`src/rtl/dcler8_timer.sv`:
```
// Registered loadable down-counter / interval timer with one-shot and auto-reload
// modes, a cascade borrow-in and a combinational borrow-out for chaining stages.
module dcler8_timer #(
    parameter int WIDTH = 8
) (
    input  logic             i_clk,
    input  logic             i_rst_n,
    input  logic             i_clr,
    input  logic             i_load,
    input  logic [WIDTH-1:0] i_load_val,
    input  logic             i_start,
    input  logic             i_en,
    input  logic             i_cin,
    input  logic             i_mode,
    output logic [WIDTH-1:0] o_count,
    output logic             o_bout,
    output logic             o_expired,
    output logic             o_busy
);

    typedef enum logic [1:0] {
        ST_IDLE = 2'd0,
        ST_RUN  = 2'd1,
        ST_DONE = 2'd2
    } state_t;

    state_t           r_state;
    state_t           w_state_nxt;
    logic [WIDTH-1:0] r_count;
    logic [WIDTH-1:0] w_count_nxt;
    logic [WIDTH-1:0] r_reload;
    logic [WIDTH-1:0] w_reload_nxt;
    logic             r_expired;
    logic             w_expired_nxt;
    logic             w_step;
    logic             w_term;

    assign w_step = i_en & i_cin;
    // Terminal step: counting while already at zero; this is also the borrow to the next stage.
    assign w_term = (r_state == ST_RUN) & w_step & (r_count == '0);

    always_ff @(posedge i_clk or negedge i_rst_n) begin
        if (!i_rst_n) begin
            r_state   <= ST_IDLE;
            r_count   <= '0;
            r_reload  <= '0;
            r_expired <= 1'b0;
        end else begin
            r_state   <= w_state_nxt;
            r_count   <= w_count_nxt;
            r_reload  <= w_reload_nxt;
            r_expired <= w_expired_nxt;
        end
    end

    always_comb begin
        w_state_nxt   = r_state;
        w_count_nxt   = r_count;
        w_reload_nxt  = r_reload;
        w_expired_nxt = 1'b0;
        if (i_clr) begin
            w_count_nxt = '0;
            w_state_nxt = ST_IDLE;
        end else if (i_load) begin
            w_count_nxt  = i_load_val;
            w_reload_nxt = i_load_val;
            w_state_nxt  = ST_IDLE;
        end else if (i_start && (r_state != ST_RUN)) begin
            w_state_nxt = ST_RUN;
        end else if (w_term) begin
            w_expired_nxt = 1'b1;
            // mode is looked at here, on every terminal step, not captured at start
            if (i_mode) begin
                w_count_nxt = r_reload;
            end else begin
                w_state_nxt = ST_DONE;
            end
        end else if ((r_state == ST_RUN) && w_step) begin
            w_count_nxt = r_count - 1'b1;
        end
    end

    assign o_count   = r_count;
    assign o_bout    = w_term;
    assign o_expired = r_expired;
    assign o_busy    = (r_state == ST_RUN);

endmodule

```
`config.mk`:
```
export PLATFORM = sky130hd
export DESIGN_NAME = dcler8_timer
export DESIGN_NICKNAME = d
export VERILOG_FILES = /design/src/rtl/dcler8_timer.sv
export SDC_FILE = /design/constraint.sdc
export NUM_CORES = 1
export LEC_CHECK = 0
export ABC_CLOCK_PERIOD_IN_PS = 5440
export BUFFER_PORTS_ARGS = -buffer_cell sky130_fd_sc_hd__buf_2
export CAP_MARGIN = 0
export CORE_MARGIN = 3
export CORE_UTILIZATION = 57
export CTS_CLUSTER_DIAMETER = 200
export DETAILED_ROUTE_END_ITERATION = 8
export GPL_TIMING_DRIVEN = 0
export PLACE_DENSITY = 0.83
export SLEW_MARGIN = 0
export SYNTH_ARGS = -nofsm -noshare
export SYNTH_HDL_FRONTEND = slang
export SYNTH_SLANG_ARGS = --single-unit
```
`constraint.sdc`:
```
create_clock -name i_clk -period 5.44 [get_ports i_clk]
set_input_delay 0.272 -clock i_clk [delete_from_list [all_inputs] [get_ports i_clk]]
set_output_delay 0.272 -clock i_clk [all_outputs]
set_load 0.01 [all_outputs]
```
# ---- Word-level counts from Yosys, hierarchy flattened
# Index checks and enable logic that the tools add are counted.
dict set report op_classes {
  n_addsub 1
  n_mul 0
  div 0
  order_cmp 0
  eq_ne 5
  shift 0
  n_mux 15
  bitwise 4
  n_reduce_logical 8
}
# operator count
set ops {}
lappend ops {{two-way mux 8 bit} 6}
lappend ops {{two-way mux 2 bit} 5}
lappend ops {{logical NOT 8 bit} 1}
lappend ops {{nonzero test 4 bit} 2}
lappend ops {{subtractor 8 x 1 -> 8 bit, second input constant} 1}
lappend ops {{two-way mux 1 bit} 4}
lappend ops {{!= test 4 x 3 -> 1 bit, second input constant} 1}
lappend ops {{!= test 4 bit, second input constant} 1}
lappend ops {{AND reduction 2 bit} 2}
lappend ops {{bitwise AND 1 bit} 3}
lappend ops {{!= test 3 bit, second input constant} 1}
lappend ops {{AND reduction 3 bit} 1}
lappend ops {{== test 2 x 1 -> 1 bit, second input constant} 1}
lappend ops {{logical AND 1 bit} 2}
lappend ops {{!= test 2 x 1 -> 1 bit, second input constant} 1}
lappend ops {{NOT 1 bit} 1}
dict set report totals {
  ff_bits 19
  latchBits 0
  mem_bits_rw 0
  mem_bits_ro 0
  out_inout_bits 11
  memories 0
}

# ---- Depth between registers and ports, before layout
dict set report logic_depth {
  ltp_word 7
  depth_mapped 6
}

# ---- Least setup slack after synthesis
# Ideal clock, no wire load.
dict set report synth_path {
  path_type {flip-flop to flip-flop}
  from {reg r_count[0], in the netlist o_count[0]}
  to {reg r_count[5], in the netlist o_count[5]}
  setup_ps 122
  arrival_time_ps 1698
  required_ps 5318
  slack_ps 3621
  path_stages_with_launch 7
  path_buffers 0
  path_cell_list {dfrtp_1 inv_1 ha_1 or3b_1 nor3_4 o211ai_1 a32o_1}
}
dict set report synth_via {
  elab_chain_len 6
}
# element line_no
set synth_rtl {}
lappend synth_rtl {{start: declaration} 29} ;# logic [WIDTH-1:0] r_count;
lappend synth_rtl {{start signal: assignment} 50} ;# r_count <= w_count_nxt;
lappend synth_rtl {{subtractor 8 x 1 -> 8 bit / logical NOT 8 bit (equally long branches)} {79, 40}}
lappend synth_rtl {{two-way mux 8 bit / bitwise AND 1 bit (equally long branches)} {78, 40}}
lappend synth_rtl {{two-way mux 8 bit} 70} ;# end else if (w_term) begin
lappend synth_rtl {{two-way mux 8 bit} 68} ;# end else if (i_start && (r_state != ST_RUN)) begin
lappend synth_rtl {{two-way mux 8 bit} 64} ;# end else if (i_load) begin
lappend synth_rtl {{two-way mux 8 bit} 61} ;# if (i_clr) begin
# Parallel ways exist; a longest one is shown, timed or not. The select of a mux whose other input is x is not followed.
# A chain may end at the register's enable or synchronous reset.

# ---- Worst setup path after layout
dict set report layout_path {
  from {reg r_count[4], in the netlist o_count[4]}
  to {out o_bout}
}
dict set report layout_via {
  elab_chain_len 2
}
# element line_no
set layout_rtl {}
lappend layout_rtl {{logical NOT 8 bit} 40} ;# assign w_term = (r_state == ST_RUN) & w_step & (r_count == '0);
lappend layout_rtl {{bitwise AND 1 bit} 40}
lappend layout_rtl {{end: declaration} 16} ;# output logic o_bout,
# No other way between the ends.

==> impl_metrics.py <==
metrics = {
    "placement": {
        "dp.cells": 190,
        "place_congestion": 0.952,
        "place_ws_ps": 3500,
        "hpwlAfterDp_um": 2320,
        "port_buffers": 26,
    },
    "routing": {
        "drt-wirelength-per-cell_um": 15.6,
        "first_pass_iters": 4,
        "drc": 0,
        "drt_iter0_markers": 55,
        "antenna_left": 0,
        "wirelength_um": 3050,
        "vias": 1194,
        "vias_per_cell": 6.12,
    },
    "final_layout": {
        "n_antenna_cell": 0,
        "nNetsFinal": 187,
        "nFillCells": 163,
        "layout.cells.non_filler": 195,
        "area_growth_pct": 16.3,
        "drive_above_1_share_pct": 23.2,
    },
    "worst_setup_path": {
        "setup.worst_path.start_class": "flip-flop",
        "required_ps": 5170,
        "crit_arrival_ps": 1890,
        "max_stage_delay_ps": 480,
        "path_delay_family": "simple AND/OR/NAND/NOR gates",
        "path_class": "flip-flop to output pin",
        "path_cells": "nor4_2 -> buf_2 -> nand4_1 -> inv_1 -> buf_2",
        "path_common_cell": "buf_2",
        "crit_path_end_kind": "output pin",
        "crit_buf_inv": 3,
        "cpMaxStageDelayCell": "dfrtp_1",
        "cp_max_fo": 10,
    },
    "sta": {
        "postLayoutSetupSlackWorst_ps": 3280,
        "min_period_over_period_pct": 39.8,
        "clock.fmax_mhz": 462,
        "rsz0062_at_grt": "false",
        "setup_viol": 0,
        "tightest_slew_ps": 549,
        "fin_tns_setup_ps": 0,
        "layout_min_cycle_time_ps": 2160,
        "maxSlewViolCount": 0,
        "slew_headroom_pct": 63.3,
        "fin_skew_ps": 6.69,
        "hold_viol": 0,
    },
    "synth": {
        "synth_top_family_by_area": "simple AND/OR/NAND/NOR gates",
        "synthFlopType": "dfrtp_1",
        "ys_seq_area_share_pct": 38.5,
        "synthesis.nets": 155,
        "synth_compound_area_share_pct": 20.3,
        "synthMuxAreaShare_pct": 1.72,
        "netlist_area_mm2": 0.00123,
        "synth_edf_count": 0,
        "synth_seq_cells": 19,
        "avgSynthCellArea_um2": 9.01,
        "yosys.area_share.xor_xnor_pct": 0.709,
        "ys_types": 44,
        "yosysWarnings": 0,
        "synth_fa_ha_area_share_pct": 2.03,
        "synthCells": 137,
        "synthSimpleGateAreaFrac_pct": 32.6,
        "async_reset_ff_share_pct": 100,
    },
    "cts": {
        "insertion_delay_ps": 310,
        "root_buffer": "clkbuf_4",
        "cts_tree": "built",
        "htreeDepth": 1,
        "clk_pin_slew_ps": 120,
        "numCtsBuffers": 3,
        "cts_max_path_buffers": 2,
        "cts_resized": 0,
        "numClockSinks": 19,
    },
    "status": {
        "status": "finished clean",
    },
    "grt": {
        "busiest_layer": "met2",
        "use_met3_pct": 3.70,
        "grt_pass1_wl_um": 5000,
        "grt_overflow": 0,
        "gr-usage-met2_pct": 41.1,
        "grt_max_degree": 20,
        "grt_pass1_vias": 1099,
        "met1_usage_pct": 32.3,
        "antenna_found_initial": 0,
        "grtUsageTotal_pct": 24.8,
    },
    "pwr": {
        "sw_frac_of_total_pct": 35.0,
        "clockPowerShare_pct": 21.7,
        "comb_power_share_pct": 30.0,
        "p_seq_share_pct": 48.4,
        "ir_drop_mv": 0.192,
        "p_int_w": 0.000223,
        "power_leakage_nw": 0.700,
        "power_density_mw_per_mm2": 239,
        "power_switching_w": 0.000120,
    },
    "floorplanning": {
        "rows": 16,
        "start_util_pct": 61.7,
        "die_width_um": 52.5,
        "die_y_um": 52.5,
        "core_mm2": 0.00200,
        "io_pins": 27,
        "die-area_mm2": 0.00276,
    },
    "run": {
        "cap_violations": 0,
    },
    "worst_hold_path": {
        "hold_path_class": "input port to flip-flop",
    },
}
## registers in the layout, summed over array words and instances (netlist names)
| name | count |
|---|---|
| o_count | 8 |
| r_reload | 8 |
| r_state | 2 |
| o_expired | 1 |
## routing by layer
layer / share of wire (%) / vias to the layer above
met2: 51 / 53
met5: 0 / -
met4: 0.79 / 0
met1: 42 / 567
met3: 6.4 / 3
li1: - / 571
## power groups by stage
stage / sequential, W / combinational [W] / clock (W)
2_1_floorplan: 0.000169 / 0.0000664 / 0
3_5_place_dp: 0.000169 / 0.000101 / 0
6_report: 0.000166 / 0.000103 / 0.0000745
3_3_place_gp: 0.000168 / 0.0000990 / 0
5_1_grt: 0.000168 / 0.000114 / 0.0000793
4_1_cts: 0.000166 / 0.000102 / 0.0000753
## cell type report
class | instances | area [µm²] | share of cell area (%)
inverters | 4 | 15.0 | 1.05
flip-flops and latches | 19 | 475 | 33.1
multi-input cells | 105 | 708 | 49.3
repair buffers | 27 | 140 | 9.76
plain buffers | 9 | 36.3 | 2.53
well taps | 27 | 33.8 | 2.35
clock buffers | 3 | 22.5 | 1.57
clock inverters | 1 | 5.00 | 0.348
## through the flow
stage | area (µm²) | total power (W) | util [%] | hold slack [ps]
floorplan | 1230 | 0.000236 | - | -23.6
global placement | 1400 | 0.000267 | 69.9 | 228
detailed placement | 1400 | 0.000271 | 69.9 | 236
CTS | 1440 | 0.000344 | 71.8 | 189
global route | 1440 | 0.000361 | 71.8 | 200
finish | 1440 | 0.000344 | 71.8 | 190
## placed cells by master (no fill, tap or decap), types with 4 or more instances in the layout
cell type / synthesis / routed
buf_2: 2 / 28
clkbuf_1: 7 / 7
dfrtp_1: 19 / 19
inv_1: 4 / 4
nand2_1: 19 / 19
nand3_1: 4 / 4
nand4_1: 6 / 6
nor2_1: 6 / 6
nor3_1: 5 / 5
nor3b_1: 5 / 5
o21ai_0: 6 / 6
## synthesized netlist by cell type (3+ instances only)
cell type,instances,area [µm²]
nor2_1,6,22.5
nand4_1,6,37.5
a41oi_1,3,26.3
a21o_1,3,22.5
o21ai_0,6,30.0
nand2_1,19,71.3
nor3b_1,5,37.5
a21oi_1,3,15.0
nand3_1,4,20.0
o21ai_1,3,15.0
dfrtp_1,19,475
a32o_1,3,30.0
a31oi_1,3,18.8
inv_1,4,15.0
nand2b_1,3,18.8
nor3_1,5,25.0
clkbuf_1,7,26.3
## cells by family after synthesis
| kind of cell | count (synthesis) |
|---|---|
| AND/OR/NAND/NOR | 65 |
| AO/OA/AOI/OAI | 35 |
| flip-flops | 19 |
| buffers and inverters | 13 |
| multiplexers | 2 |
| adder cells (fa/ha/maj) | 2 |
| XOR/XNOR | 1 |
## repair_timing
action / 4_1_cts / 5_1_grt
setup buffers: 0 / 0
hold buffers: 1 / 0
endpoints found under the hold margin: 19 / 0
## worst paths after layout
kind,from,endpoint,slack [ps],depth (start not counted)
max reg2reg,o_count[0],o_count[5],3470,6
min,i_load_val[2],r_reload[2],190,3
max in group asynchronous,i_rst_n,o_count[0],4710,2
min reg2reg,r_reload[7],r_reload[7],490,1
max,o_count[4],o_bout,3280,5
min in group asynchronous,i_rst_n,o_count[7],420,2
## tightest hold or removal path, cell delays in order
cell,delay [ps]
buf_2,70
nand2_1,60
nand2_1,60
No activity file was read; power rests on OpenSTA's default activity.
